**config.mk**
```make
export PLATFORM = sky130hd
export DESIGN_NAME = ins_queue
export DESIGN_NICKNAME = d
export VERILOG_FILES = /design/src/rtl/ins_queue_pkg.sv /design/src/rtl/ins_queue_decode.sv /design/src/rtl/ins_queue.sv
export SDC_FILE = /design/constraint.sdc
export NUM_CORES = 1
export LEC_CHECK = 0
export ABC_CLOCK_PERIOD_IN_PS = 3600
export CORE_ASPECT_RATIO = 1.25
export CORE_MARGIN = 5
export CORE_UTILIZATION = 45
export CTS_BUF_LIST = sky130_fd_sc_hd__clkbuf_4
export DETAILED_ROUTE_END_ITERATION = 12
export HOLD_SLACK_MARGIN = 0.12
export MAX_ROUTING_LAYER = met4
export SLEW_MARGIN = 25
export SYNTH_ARGS = -nofsm -noshare
export SYNTH_HDL_FRONTEND = slang
export SYNTH_SLANG_ARGS = --single-unit
```
**constraint.sdc**
```tcl
create_clock -name clk -period 3.6 [get_ports clk]
set_input_delay 0.72 -clock clk [delete_from_list [all_inputs] [get_ports clk]]
set_output_delay 0.72 -clock clk [all_outputs]
set_load 0.02 [all_outputs]
```
**src/rtl/ins_queue_pkg.sv**
```systemverilog
// Shared definitions for the instruction queue and the decode path.
// Holds the reservation-station class encodings and the opcode/funct
// constants recognised by the head-entry decode.
package ins_queue_pkg;

  // Reservation-station class of an instruction. Nonest marks a type the
  // issue unit does not know how to place, so it must never be issued.
  typedef enum logic [2:0] {
    Addst  = 3'd1,
    Mulst  = 3'd2,
    MemLst = 3'd3,
    MemSst = 3'd4,
    Nonest = 3'd7
  } st_type_e;

  // Opcode field values (instruction bits 31:26)
  localparam logic [5:0] OP_RTYPE = 6'h00;
  localparam logic [5:0] OP_ADDI  = 6'h08;
  localparam logic [5:0] OP_LW    = 6'h23;
  localparam logic [5:0] OP_SW    = 6'h2B;

  // R-type funct field values (instruction bits 5:0)
  localparam logic [5:0] FN_ADD   = 6'h20;
  localparam logic [5:0] FN_SUB   = 6'h22;
  localparam logic [5:0] FN_MULT  = 6'h18;

endpackage

```
**src/rtl/ins_queue_decode.sv**
```systemverilog
// ins_decode: combinational map from {opcode, funct} to the
// reservation-station class. Shared with the dispatch path.
// Ports:
//   opcode   in  6  instruction bits 31:26
//   funct    in  6  instruction bits 5:0
//   st_type  out 3  station class (st_type_e encoding)
module ins_decode
  import ins_queue_pkg::*;
(
  input  logic [5:0] opcode,
  input  logic [5:0] funct,
  output logic [2:0] st_type
);

  // Class lookup; unrecognised encodings fall through to Nonest
  always_comb begin
    st_type = Nonest;
    case (opcode)
      OP_RTYPE: begin
        if ((funct == FN_ADD) || (funct == FN_SUB)) begin
          st_type = Addst;
        end else if (funct == FN_MULT) begin
          st_type = Mulst;
        end else begin
          st_type = Nonest;
        end
      end
      OP_ADDI: st_type = Addst;
      OP_LW:   st_type = MemLst;
      OP_SW:   st_type = MemSst;
      default: st_type = Nonest;
    endcase
  end

endmodule

```
**src/rtl/ins_queue.sv**
```systemverilog
// ins_queue: instruction FIFO between fetch and the issue control unit.
// Stores {instruction, PC} pairs in a circular buffer, presents the head
// with its decoded station class, and pops the head when the issue unit
// can take it without a WAW hazard.
// Ports:
//   clk, nRST              clock, async active-low reset
//   flush                  synchronous clear (wins over push and pop)
//   in_valid/in_ins/in_pc  fetch push side; in_ready is back-pressure
//   issuable, WAW          issue-unit status for the current head
//   head_valid/ins/pc      head entry (zeroed when empty)
//   stType                 station class of the head (Nonest when empty)
//   issue_fire             head consumed this cycle
//   count                  occupancy, 0..DEPTH
module ins_queue
  import ins_queue_pkg::*;
#(
  parameter int DEPTH = 8,
  parameter int IW    = 32
) (
  input  logic                     clk,
  input  logic                     nRST,
  input  logic                     flush,
  input  logic                     in_valid,
  input  logic [IW-1:0]            in_ins,
  input  logic [IW-1:0]            in_pc,
  output logic                     in_ready,
  input  logic                     issuable,
  input  logic                     WAW,
  output logic                     head_valid,
  output logic [IW-1:0]            head_ins,
  output logic [IW-1:0]            head_pc,
  output logic [2:0]               stType,
  output logic                     issue_fire,
  output logic [$clog2(DEPTH):0]   count
);

  localparam int AW = $clog2(DEPTH);
  localparam int CW = AW + 1;
  localparam logic [CW-1:0] FULL_CNT = CW'(DEPTH);
  localparam logic [CW-1:0] ONE_CNT  = CW'(1);
  localparam logic [AW-1:0] ONE_PTR  = AW'(1);

  logic [IW-1:0] ins_mem_q [DEPTH];
  logic [IW-1:0] ins_mem_d [DEPTH];
  logic [IW-1:0] pc_mem_q  [DEPTH];
  logic [IW-1:0] pc_mem_d  [DEPTH];
  logic [AW-1:0] wr_ptr_q, wr_ptr_d;
  logic [AW-1:0] rd_ptr_q, rd_ptr_d;
  logic [CW-1:0] count_q, count_d;

  logic          push_s;
  logic          pop_s;
  logic [2:0]    dec_st_s;

  // Head presentation and handshakes, all from registered state
  always_comb begin
    in_ready   = (count_q != FULL_CNT);
    head_valid = (count_q != '0);
    if (head_valid) begin
      head_ins = ins_mem_q[rd_ptr_q];
      head_pc  = pc_mem_q[rd_ptr_q];
      stType   = dec_st_s;
    end else begin
      head_ins = '0;
      head_pc  = '0;
      stType   = Nonest;
    end
    issue_fire = head_valid && issuable && !WAW;
    // A flush discards both the incoming word and any pop this cycle
    push_s     = in_valid && in_ready && !flush;
    pop_s      = issue_fire && !flush;
    count      = count_q;
  end

  ins_decode u_decode (
    .opcode  (head_ins[31:26]),
    .funct   (head_ins[5:0]),
    .st_type (dec_st_s)
  );

  // Next-state for storage, pointers and occupancy
  always_comb begin
    ins_mem_d = ins_mem_q;
    pc_mem_d  = pc_mem_q;
    wr_ptr_d  = wr_ptr_q;
    rd_ptr_d  = rd_ptr_q;
    count_d   = count_q;
    if (flush) begin
      wr_ptr_d = '0;
      rd_ptr_d = '0;
      count_d  = '0;
    end else begin
      if (push_s) begin
        ins_mem_d[wr_ptr_q] = in_ins;
        pc_mem_d[wr_ptr_q]  = in_pc;
        wr_ptr_d            = wr_ptr_q + ONE_PTR;
      end else begin
        wr_ptr_d = wr_ptr_q;
      end
      if (pop_s) begin
        rd_ptr_d = rd_ptr_q + ONE_PTR;
      end else begin
        rd_ptr_d = rd_ptr_q;
      end
      // Push and pop together leave occupancy unchanged
      case ({push_s, pop_s})
        2'b10:   count_d = count_q + ONE_CNT;
        2'b01:   count_d = count_q - ONE_CNT;
        default: count_d = count_q;
      endcase
    end
  end

  // State registers with asynchronous clear
  always_ff @(posedge clk or negedge nRST) begin
    if (!nRST) begin
      for (int i = 0; i < DEPTH; i++) begin
        ins_mem_q[i] <= '0;
        pc_mem_q[i]  <= '0;
      end
      wr_ptr_q <= '0;
      rd_ptr_q <= '0;
      count_q  <= '0;
    end else begin
      ins_mem_q <= ins_mem_d;
      pc_mem_q  <= pc_mem_d;
      wr_ptr_q  <= wr_ptr_d;
      rd_ptr_q  <= rd_ptr_d;
      count_q   <= count_d;
    end
  end

endmodule

```
After elaboration in Yosys (flattened, before gate mapping)
Cells that the tools add are included.

Register bits after elaboration: 522. Logic and storage cells: 75.

Bitwise gates (word level): 3. Reductions and logical operators: 15. Eq/ne operators: 9. Magnitude comparators: 3. Muxes and demuxes: 22. Add/sub/neg operators: 4.

Operator list (number): bitwise mux 256 bit (2); 2-to-1 mux 32 bit (7); binary-select mux 32 bit (select 3 bit) (2); demux 32 bit (select 3 bit) (1); == test 6 bit (second input constant) (4); 2-to-1 mux 3 bit (7); one-hot mux 3 bit (4 select lines) (1); >= comparator 4 bit (second input constant) (2); inverter 3 -> 4 bit (2); one-hot mux 4 bit (2 select lines) (1); adder 3 x 1 -> 3 bit (second input constant) (2); == test 6 x 4 -> 1 bit (second input constant) (1); == test 6 x 5 -> 1 bit (second input constant) (1); logical AND 1 bit (6); logical NOT 6 bit (1); adder 4 x 1 -> 4 bit (second input constant) (1); less-than comparator 4 x 1 -> 1 bit (second input constant) (1); 2-to-1 mux 4 bit (1); inequality test 4 bit (second input constant) (1); nonzero test 2 bit (2); nonzero test 4 bit (1); subtractor 4 x 1 -> 4 bit (second input constant) (1); nonzero test 3 bit (1); == test 2 x 1 -> 1 bit (second input constant) (1); other kinds (5) (6).

Longest topological paths before layout
Word-level depth: 10. Mapped depth: 12.

By module
Synthesis repeated with hierarchy kept, for this count alone.

Cells, all modules: 1472. Area, all modules: 23760.3 µm².

By module, submodules not included: ins_queue (times used 1, seq. area each 13062.5 µm², area each 23657.7 µm², cells an instance 1458); ins_decode (times used 1, seq. area each 0.0 µm², area each 102.6 µm², cells an instance 14).

Least setup slack after synthesis
Ideal clock, no wire load.

Path kind: flip-flop to output port. Start: register rd_ptr_q[1]. End: output stType[2]. Buffers on the path: 2. Stages on the path, launching flop included: 9. Data required time: 2880 ps. Data arrival time: 2499 ps. Setup slack: 381 ps. Cells stage by stage: dfrtp_1 > buf_2 > buf_4 > mux2i_1 > a22o_1 > nor3_1 > or3_1 > nor2_1 > o31ai_1.

RTL lines: start: declaration (line ins_queue.sv:48) `logic [AW-1:0] rd_ptr_q, rd_ptr_d;`; start signal: assignment (line ins_queue.sv:128) `rd_ptr_q <= rd_ptr_d;`; inverter 3 -> 4 bit (implied by the code) * (line ins_queue.sv:60) `head_ins = ins_mem_q[rd_ptr_q];`; binary-select mux 32 bit (select 3 bit) * (line ins_queue.sv:60); 2-to-1 mux 32 bit (implied by the code) * (2 in a row) (line ins_queue.sv:60); 2-to-1 mux 32 bit * (line ins_queue.sv:59) `if (head_valid) begin`; via head_ins[26] (line ins_queue.sv:30) `output logic [IW-1:0] head_ins,`; == test 6 bit (tied with other cells) (line ins_queue_decode.sv:18) `case (opcode)`; one-hot mux 3 bit (4 select lines) * (line ins_queue_decode.sv:18); 2-to-1 mux 3 bit * (line ins_queue.sv:59); end: declaration (line ins_queue.sv:32) `output logic [2:0] stType,`.

The timed path passes the listed nets; every way through them passes the cells marked *. The select of a mux whose other input is x is not followed.

Worst setup path in the final report
Start: register rd_ptr_q[0]. End: output stType[2].

Cells in the longest elaborated chain, start to end: 10.

Ends and longest elaborated chain: inverter 3 -> 4 bit (implied by the code) * (line ins_queue.sv:60); binary-select mux 32 bit (select 3 bit) * (line ins_queue.sv:60); 2-to-1 mux 32 bit (implied by the code) * (2 in a row) (line ins_queue.sv:60); 2-to-1 mux 32 bit * (line ins_queue.sv:59); == test 6 x 5 -> 1 bit / == test 6 bit (equally long branches) (line ins_queue_decode.sv:22, ins_queue_decode.sv:20); 2-to-1 mux 3 bit / logical OR 1 bit (equally long branches) (line ins_queue_decode.sv:22, ins_queue_decode.sv:20); 2-to-1 mux 3 bit (line ins_queue_decode.sv:20) `if ((funct == FN_ADD) || (funct == FN_SUB)) begin`; one-hot mux 3 bit (4 select lines) * (line ins_queue_decode.sv:18); 2-to-1 mux 3 bit * (line ins_queue.sv:59).

Every way passes the cells marked *; elsewhere a longest branch is shown, timed or not. The select of a mux whose other input is x is not followed.

==> flow_metrics.env <==
export IMPL_layout_setup_ws_ps=-350
export IMPL_dieArea_um2=57300
export IMPL_synth_top_area_share_pct=55.2
export IMPL_antenna_found_initial=7
export IMPL_wirelength_um=59000
export IMPL_r2r_cells=12
export IMPL_status="complete, but fails checks"
export IMPL_cts_buffers=140
export IMPL_chipWidth_um=215
export IMPL_syn_area_um2=23700
export IMPL_drt_iter0_drc=670
export IMPL_ys_warn_count=0
export IMPL_top_layer="met4"
export IMPL_viasPerCell=5.52
export IMPL_portBuffers=143
export IMPL_final_common_cell="dfrtp_1"
export IMPL_coreArea_um2=52300
export IMPL_p_leak_nw=13.3
export IMPL_grt_pass1_wl_um=92400
export IMPL_worstSkewPairLatency_ps=830
export IMPL_clk_path_buf_depth=3
export IMPL_synth_area_leaders="dfrtp_1 (55%), mux2_2 (24%), mux4_2 (11%), mux2i_1 (2.8%), buf_2 (1.5%)"
export IMPL_finalHoldViolations=0
export IMPL_fin_util_pct=55.1
export IMPL_grt_max_degree=88
export IMPL_dr_wl_met3_um=2180
export IMPL_synth_top_cell_by_area="dfrtp_1"
export IMPL_cts_tree="done"
export IMPL_violations="negative setup slack"
export IMPL_cp_data_arrival_time_ps=3230
export IMPL_r2r_end="count[3]$_DFFE_PN0P_"
export IMPL_grt_use_total_pct=21.3
export IMPL_tightest_slew_ps=945
export IMPL_place_congestion=0.884
export IMPL_relSlewSlack_pct=37.0
export IMPL_route_met2_wl_um=30000
export IMPL_min_path_type="primary input to asynchronous set/reset pin"
export IMPL_final_antenna_net_count=0
export IMPL_period_needed_ps=3950
export IMPL_num_vias=14100
export IMPL_nets=1858
export IMPL_worstSetupEndpointType="primary output"
export IMPL_cts_sinks=522
export IMPL_maxSlewViolCount=0
export IMPL_crit_type="flip-flop to primary output"
export IMPL_irDropWorstVdd_mv=0.327
export IMPL_avgRoutedWirePerCell_um=23.0
export IMPL_rsz0062_at_grt="yes"
export IMPL_fin_cells=2562
export IMPL_setup_violations=20
export IMPL_worst_ep_required_time_ps=2880
export IMPL_row_count=94
export IMPL_r2r_start="count[1]$_DFFE_PN0P_"
export IMPL_drc_errors=0
export IMPL_final_cell_mix="dfrtp_1 (518), mux2_2 (512), clkbuf_4 (224), mux4_2 (119), clkdlybuf4s50_1 (75)"
export IMPL_dp_hpwl_um=33000
export IMPL_yosys_register_bits=522
export IMPL_crit_path_max_fanout=8
export IMPL_io_pins=144
export IMPL_grt_ovfl_total=0
export IMPL_max_clock_freq_ghz=0.253
export IMPL_synth_avg_cell_area_um2=16.0
export IMPL_initial_core_util_pct=45.2
export IMPL_r2r_slack_ps=900
export IMPL_drive_above_1_share_pct=57.1
export IMPL_seq_area_frac_synth_pct=55.2
export IMPL_syn_to_final_growth_pct=21.8
export IMPL_maxCapViolCount=0
export IMPL_dp_cells=2256
export IMPL_m1WireLength_um=25600
export IMPL_syn_nets=1557
export IMPL_syn_inst=1482
export IMPL_cts_root_buf="clkbuf_4"
export IMPL_fin_worst_skew_ps=27.0
export IMPL_die_h_um=266
export IMPL_synthDistinctLibCells=42
export IMPL_grt_pass1_vias=15600
export IMPL_htreeDepth=4
export IMPL_first_pass_iters=4
export IMPL_start_kind="flip-flop"
export IMPL_cellPowerDensity_nw_per_um2=641
export IMPL_clkTransAtPathRegs_ps=60
export IMPL_finalCritPeriodShare_pct=110
## state kept, by name, summed over array words and instances, names as in the netlist
register,count
wr_ptr_q,3
pc_mem_q,256
rd_ptr_q,3
ins_mem_q,256
count,4
## where the power goes
part / switching, W / total (W) / leakage (nW) / internal (W)
Sequential: 0.000622 / 0.00775 / 6.90 / 0.00713
Combinational: 0.00254 / 0.00552 / 5.32 / 0.00297
Clock: 0.00236 / 0.00522 / 1.08 / 0.00286
Total: 0.00553 / 0.0185 / 13.3 / 0.0130
## critical path, stage by stage (launching register included)
cell and delay (ps):
dfrtp_4 470, buf_12 160, mux4_2 490, mux2i_1 150
nor2_1 70, or4b_4 530, a211oi_2 230, o31ai_2 110
buf_4 170
## layer usage
layer / GRT usage [%] / up-vias
li1: - / 6251
met1: 27.1 / 7506
met2: 34.9 / 282
met3: 4.05 / 95
met4: 7.35 / 0
met5: - / -
## how the worst max path moves through the flow
| stage | startpoint | endpoint | slack (ps) | cells past startpoint |
|---|---|---|---|---|
| 6_report | rd_ptr_q[0]$_DFFE_PN0P_ | stType[2] | -350 | 8 |
| 3_3_place_gp | rd_ptr_q[0]$_DFFE_PN0P_ | stType[2] | 20 | 8 |
| 5_1_grt | rd_ptr_q[0]$_DFFE_PN0P_ | stType[2] | -460 | 10 |
| 4_1_cts | rd_ptr_q[0]$_DFFE_PN0P_ | stType[2] | -420 | 8 |
| 3_5_place_dp | rd_ptr_q[0]$_DFFE_PN0P_ | stType[2] | 30 | 8 |
| 2_1_floorplan | rd_ptr_q[1]$_DFFE_PN0P_ | stType[2] | 380 | 8 |
## Yosys cell counts, drive strengths merged
library cell and number:
or3 3, inv 3, a21o 1, xnor2 5, buf 83, mux4 122, and3 2, or4 2
fa 1, o21ai 2, nand2 9, nand3 3, or4b 1, xor2 2, nand2b 2, nand3b 1
and2 2, a211oi 3, o31ai 2, mux2 518, mux2i 66, clkbuf 16, a21oi 3, o22ai 3
nor3 11, a22o 6, nor2b 2, dfrtp 522, nor2 78, nor3b 2, ha 4, nor4 2
## logic make-up (layout without fill, tap and decap cells)
| kind of cell | after synthesis | count (layout) | synth area share (%) |
|---|---|---|---|
| compound gates | 20 | 20 | 0.618 |
| buf+inv | 102 | 503 | 2.12 |
| xor+xnor | 7 | 7 | 0.259 |
| other cells | 0 | 7 | 0 |
| mux | 706 | 706 | 39.1 |
| fa+ha+maj | 5 | 5 | 0.296 |
| flops | 522 | 522 | 55.2 |
| simple gates | 120 | 120 | 2.43 |
## timing repair
item,in CTS,in global routing
resized for setup,231,93
setup endpoints to repair,67,47
hold endpoints to repair,62,0
pin swaps,4,9
buffers inserted,26,25
hold buffers,1,0
gates cloned,5,4
## final cells by class
type	instances	area [um2]
fill	4352	23500
sequential	522	13100
multi-input combinational	858	10300
timing repair buffer	258	2860
clock buffer	224	1680
tap	672	841
clock inverter	18	95.1
antenna	7	17.5
inverter	3	11.3
## through the flow
| step | TNS, ps | hold slack [ps] | area (um2) | setup WS (ps) | total power (W) |
|---|---|---|---|---|---|
| after global routing | -5480 | 474 | 28800 | -462 | 0.0196 |
| final | -2170 | 471 | 28800 | -350 | 0.0185 |
| after CTS | -7460 | 407 | 28400 | -421 | 0.0185 |
| after global placement | 0 | 467 | 26200 | 20.1 | 0.0129 |
| after detailed placement | 0 | 472 | 26200 | 31.2 | 0.0130 |
| after floorplan | 0 | 424 | 23700 | 381 | 0.0109 |
No activity file was read; power rests on OpenSTA's default activity.
